==> src/rtl/mem_transfer_ctrl.sv <==
// mem_transfer_ctrl: copies count words between main and storage memory (STD: main->stor, LDD: stor->main)
// Ports:
//   clk, rst               clock and synchronous active-high reset
//   trSTD, trLDD           level transfer requests (STD wins when both are high)
//   baseMain, baseStor     start addresses, count = words to move (latched at start)
//   cpuAddr/cpuWdata/cpuWe CPU access to main memory, passed through when idle
//   main*/stor*            synchronous-read memory ports, 1-cycle read latency
//   waitTR                 stall to the control unit
//   done                   one-cycle completion pulse
module mem_transfer_ctrl (
    input  logic       clk,
    input  logic       rst,
    input  logic       trSTD,
    input  logic       trLDD,
    input  logic [7:0] baseMain,
    input  logic [7:0] baseStor,
    input  logic [7:0] count,
    input  logic [7:0] cpuAddr,
    input  logic [7:0] cpuWdata,
    input  logic       cpuWe,
    output logic [7:0] mainAddr,
    output logic [7:0] mainWdata,
    output logic       mainWe,
    input  logic [7:0] mainRdata,
    output logic [7:0] storAddr,
    output logic [7:0] storWdata,
    output logic       storWe,
    input  logic [7:0] storRdata,
    output logic       waitTR,
    output logic       done
);
    typedef enum logic [1:0] {IDLE, RD, WR, DONE} stateT;
    stateT state, nextState;
    logic isStd, doneSeen, busy, start, last;
    logic [7:0] mainBase, storBase, cnt, idx;
    always_ff @(posedge clk) begin
        if (rst) begin
            state    <= IDLE;
            isStd    <= 1'b0;
            mainBase <= '0;
            storBase <= '0;
            cnt      <= '0;
            idx      <= '0;
            doneSeen <= 1'b0;
        end else begin
            state    <= nextState;
            doneSeen <= state == DONE;
            if (start) begin
                isStd    <= trSTD;
                mainBase <= baseMain;
                storBase <= baseStor;
                cnt      <= count;
                idx      <= '0;
            end else if (state == WR && !last) begin
                idx <= idx + 8'd1;
            end
        end
    end
    // Write strobes are masked by rst so a reset landing on a WR cycle drops that word.
    always_comb begin
        busy      = state == RD || state == WR;
        start     = state == IDLE && (trSTD || trLDD) && count != 8'd0;
        last      = idx == cnt - 8'd1;
        waitTR    = busy || start;
        done      = state == DONE && !doneSeen;
        mainAddr  = busy ? mainBase + idx : cpuAddr;
        mainWdata = busy ? storRdata : cpuWdata;
        mainWe    = busy ? state == WR && !isStd && !rst : cpuWe;
        storAddr  = storBase + idx;
        storWdata = mainRdata;
        storWe    = state == WR && isStd && !rst;
        nextState = state;
        case (state)
            IDLE:    nextState = (trSTD || trLDD) ? (count != 8'd0 ? RD : DONE) : IDLE;
            RD:      nextState = WR;
            WR:      nextState = last ? DONE : RD;
            default: nextState = (trSTD || trLDD) ? DONE : IDLE;
        endcase
    end
endmodule

==> config.mk <==
export PLATFORM = sky130hd
export DESIGN_NAME = mem_transfer_ctrl
export DESIGN_NICKNAME = d
export VERILOG_FILES = /design/src/rtl/mem_transfer_ctrl.sv
export SDC_FILE = /design/constraint.sdc
export NUM_CORES = 1
export LEC_CHECK = 0
export CAP_MARGIN = 20
export CORE_MARGIN = 2
export CORE_UTILIZATION = 25
export CTS_BUF_LIST = sky130_fd_sc_hd__clkbuf_4 sky130_fd_sc_hd__clkbuf_8
export CTS_CLUSTER_SIZE = 8
export DETAILED_ROUTE_END_ITERATION = 12
export PLACE_DENSITY = 0.46
export SYNTH_ARGS = -nofsm -noshare
export SYNTH_HDL_FRONTEND = slang
export SYNTH_SLANG_ARGS = --single-unit
==> constraint.sdc <==
create_clock -name clk -period 6.05 [get_ports clk]
set_input_delay 1.5125 -clock clk [delete_from_list [all_inputs] [get_ports clk]]
set_output_delay 1.5125 -clock clk [all_outputs]
set_load 0.05 [all_outputs]
# ---- Word level (Yosys, flattened, before mapping)
# Cells that the tools add are included.
dict set report word_totals {
  ff_bits 36
  out_inout_bits 36
  in_bits 61
}
dict set report classes {
  eq_ne 4
  n_mux 8
  add_sub_neg 4
  n_reduce_logical 18
}
# cell count
set ops {}
lappend ops {{adder 8 bit} 2}
lappend ops {{2-to-1 mux 8 bit} 2}
lappend ops {{adder 8 x 1 -> 8 bit, second input constant} 1}
lappend ops {{equality test 8 bit} 1}
lappend ops {{logical AND 1 bit} 8}
lappend ops {{2-to-1 mux 2 bit} 4}
lappend ops {{nonzero test 8 bit} 1}
lappend ops {{subtractor 8 x 1 -> 8 bit, second input constant} 1}
lappend ops {{case mux 2 bit (3 select lines)} 1}
lappend ops {{equality test 2 bit, second input constant} 2}
lappend ops {{zero test 1 bit} 4}
lappend ops {{logical OR 1 bit} 3}
lappend ops {{equality test 2 x 1 -> 1 bit, second input constant} 1}
lappend ops {{zero test 2 bit} 1}
lappend ops {{OR reduction 2 bit} 1}
lappend ops {{2-to-1 mux 1 bit} 1}

# ---- Logic depth before layout (Yosys ltp)
dict set report depth {
  ltp_word 4
  ltp_mapped 9
  mapped_depth_nobuf 9
}

# ---- Worst setup path before layout
# OpenSTA, ideal clock, no wires.
dict set report synth_timing {
  kind {register to output}
  start {register idx[0]}
  end {output mainAddr[6]}
  slack_ps 1731
  path_buffers 0
  t_arrival_ps 2807
  required_time_ps 4537
  path_stages_with_launch 10
  cell_sequence {dfxtp_1 ha_1 inv_1 fa_1 nor2b_1 o21ai_0 a21boi_0 o21a_1 nor3_1 o31ai_1}
}
dict set report synth_via {
  elab_chain_len 2
}
# item line
set synth_rtl {}
lappend synth_rtl {{start, declared} 35} ;# logic [7:0] mainBase, storBase, cnt, idx;
lappend synth_rtl {{start signal, assigned} 55} ;# idx <= idx + 8'd1;
lappend synth_rtl {{adder 8 bit} 66} ;# mainAddr = busy ? mainBase + idx : cpuAddr;
lappend synth_rtl {{2-to-1 mux 8 bit} 66}
lappend synth_rtl {{end, declared} 21} ;# output logic [7:0] mainAddr,
# No other way between the ends.

# ---- Final worst setup path
dict set report layout_timing {
  start {input count[3]}
  end {output waitTR}
}
dict set report layout_via {
  elab_chain_len 3
}
# item line
set layout_rtl {}
lappend layout_rtl {{start, declared} 17} ;# input logic [7:0] count,
lappend layout_rtl {{nonzero test 8 bit} 62} ;# start = state == IDLE && (trSTD || trLDD) && count != 8'd0;
lappend layout_rtl {{logical AND 1 bit} 62}
lappend layout_rtl {{logical OR 1 bit} 64} ;# waitTR = busy || start;
lappend layout_rtl {{end, declared} 29} ;# output logic waitTR,
# No other way between the ends.

==> metrics.cfg <==
[cts]
post_cts_buffers = 0
cts_root_buf = clkbuf_8
numCtsBuffers = 5
cts_buffer_depth = 2
cts_sinks = 36
worstSkewPairLatency_ns = 0.28
h-tree-depth = 2
clk_pin_slew_ns = 0.07
cts_hold_buf = 0
ctsResizeCount = 0
cts_tree = done

[sta]
slew_headroom_pct = 52.0
tightest_slew_ns = 0.720
clock_skew_ns = 0.00686
setup_viol = 0
slew_violations = 0
fmax_mhz = 197
post-route-min-period_ns = 5.07
period_share_pct = 83.7
setup-tns-final_ns = 0
final_hold_viol_count = 0
rsz0062_at_grt = false

[synthesis]
dominantRegCellSynth = dfxtp_1
yosys_warnings = 0
async_flop_share_pct = 0
ys_seq_area_share_pct = 27.9
synth_top_cell_by_area = dfxtp_1
synth_top_area_share_pct = 27.9
syn-num-nets = 400
synth_edf_count = 0
syn_area_per_cell_um2 = 8.15
ys_seq_elements = 36
synthTopCellsByArea = dfxtp_1, ha_1, nand2_1
synthCells = 317
netlist_area_um2 = 2580
post_synth_num_cell_types = 50

[detailed_routing]
vias = 2347
top_layer_used = met4
routed_via_density = 4.48
drt_wl_total_um = 6710
drt-initial-drc-count = 82
wl_met3_um = 347
dr.pass1.iters = 4
drc_errors = 0
wl_met1_um = 3130
antenna_left = 0
drt-wirelength-per-cell_um = 12.8
wl_met2_um = 3200

[run_status]
status = completed

[floorplanning]
pin_count = 97
dieArea_um2 = 11200
fp.dieW_um = 106
core.rowCount = 37
initial_utilization_pct = 25.4
die_h_um = 106
core_area_um2 = 10200

[critical_path]
worstRegToRegCells = 8
critPathArrivalTime_ns = 3.55
r2r-start = cnt[0]
critPathTopFamily = buffers and inverters
r2r-end = state[1]
path_buf_inv = 2
cp_max_fo = 2
endpoint = waitTR
startpoint = count[3]
critical_path_class = input pin to primary output
crit_path_cell_trace = clkdlybuf4s50_1 -> or4_1 -> o21ai_2 -> nand2b_1 -> clkdlybuf4s50_1
cp_common_cell = clkdlybuf4s50_1
crit_cells = 5
required_ns = 4.54
startpoint_type = input pin
r2r_setup_slack_ns = 3.88
critPathCaptureType = primary output
critPathSlowestCell = clkdlybuf4s50_1
critPathMaxStageDelay_ns = 0.71

[place]
globalplace.congestion = 0.794
port_buffers = 80
dp_hpwl_um = 5050

[global_route]
grt_overflow = 0
grt_max_degree = 38
grtUsageTotal_pct = 12.0
antenna_found_initial = 0
grt_pass1_wl_um = 10900
grt_pass1_vias = 2367

[power_and_ir_drop]
irDropWorstVdd_mv = 0.0830
clkPwrFrac_pct = 20.8
sw_frac_of_total_pct = 39.1
combPwrFrac_pct = 45.6
leakage_uw = 0.00136
seqPwrFrac_pct = 33.7
powerDensity_nw_per_um2 = 228
p_int_uw = 492
finalPower_uw = 808
netSwitchingPower_uw = 316

[finish]
drive_gt1_share_pct = 8.25
syn2layout_area_growth_pct = 37.1
fillers = 1130
num_antenna_cells = 0
nets = 471

[flow_run]
cap_violations = 0

[min_path]
hold_class = flip-flop to flip-flop

layer usage:
layer	global-route usage, %	up-vias
li1	-	1225
met4	3.38	0
met5	0	-
met3	2.41	3
met2	20.3	62
met1	15.3	1057
per-stage QoR:
step	hold slack [ns]	utilization (%)	area [µm²]	setup WS, ns	instances
4_1_cts	0.465	34.7	3530	0.960	523
3_5_place_dp	0.454	33.9	3450	0.978	516
3_3_place_gp	0.446	33.9	3450	0.973	516
5_1_grt	0.488	34.8	3540	0.898	524
6_report	0.462	34.8	3540	0.985	524
2_1_floorplan	0.441	-	2580	1.73	317
area by class of cell:
class                           instances  area [µm²]  share of cell area, %
Multi-Input combinational cell        246        1680                   47.3
Timing Repair Buffer                   84         838                   23.6
Sequential cell                        36         721                   20.3
Tap cell                              136         170                   4.80
Clock buffer                            6        76.3                   2.15
Inverter                               15        56.3                   1.59
Clock inverter                          1        5.00                  0.141
sequential cells by signal (all words and copies together), names as in the netlist:
register,count
doneSeen,1
isStd,1
state,2
idx,8
cnt,8
mainBase,8
storBase,8
synthesized netlist by cell type, types with 2 or more instances:
| master | n |
|---|---|
| o21ai_0 | 3 |
| xor2_1 | 4 |
| nor3b_1 | 2 |
| mux2_2 | 14 |
| ha_1 | 20 |
| o31ai_1 | 2 |
| a22oi_1 | 2 |
| a21boi_0 | 2 |
| or3_1 | 7 |
| o21a_1 | 3 |
| clkbuf_1 | 6 |
| nand2_1 | 61 |
| xnor2_1 | 18 |
| buf_2 | 2 |
| nor2_1 | 17 |
| fa_1 | 2 |
| nor2b_1 | 6 |
| or4_1 | 2 |
| a21o_1 | 2 |
| nand4_1 | 2 |
| nand2b_1 | 3 |
| inv_1 | 15 |
| buf_4 | 8 |
| mux2i_1 | 9 |
| dfxtp_1 | 36 |
| nor3_1 | 5 |
| and3_1 | 3 |
| a21oi_1 | 35 |
| nand3_1 | 4 |
| buf_6 | 2 |
worst min-delay path by stage:
stage / slack, ns / from / cells past startpoint / endpoint
5_1_grt: 0.49 / storBase[6] / 2 / storBase[6]
3_5_place_dp: 0.45 / mainBase[2] / 2 / mainBase[2]
3_3_place_gp: 0.45 / storBase[0] / 2 / storBase[0]
6_report: 0.46 / mainBase[2] / 2 / mainBase[2]
4_1_cts: 0.47 / mainBase[2] / 2 / mainBase[2]
2_1_floorplan: 0.44 / mainBase[0] / 2 / mainBase[0]
power by group through the flow:
stage          logic (µW)  registers [µW]  clock network, µW
4_1_cts               370             272                175
3_3_place_gp          367             278                  0
5_1_grt               397             275                183
2_1_floorplan         265             273                  0
6_report              368             272                168
3_5_place_dp          368             278                  0
tightest hold or removal path: cells and delay by family, from the launching register on:
| kind | cells | cell delay [ns] |
|---|---|---|
| DFF | 1 | 0.31 |
| AOI/OAI and AO/OA | 1 | 0.05 |
| and+or+nand+nor | 1 | 0.05 |
cells by family (layout without fill, tap and decap cells):
kind of cell	count (synthesis)	after routing	share of synthesized area, %
AO/OA/AOI/OAI	60	60	14.6
XOR/XNOR	22	22	7.45
adder cells (fa/ha/maj)	22	22	11.2
buffers and inverters	35	106	7.31
flip-flops	36	36	27.9
multiplexers	23	23	9.58
AND/OR/NAND/NOR	119	119	21.9
cell usage in the layout, fill, tap and decap left out, types with 4 or more instances in the layout:
cell type	instances
mux2i_1	9
nor3_1	5
mux2_2	14
dfxtp_1	36
ha_1	20
nand2_1	61
nor2b_1	5
nand3_1	4
a21oi_1	35
xor2_1	4
clkbuf_8	5
xnor2_1	18
nor2_1	17
or3_1	7
inv_1	15
clkdlybuf4s50_1	80
Power figures use the tool's default switching activity.
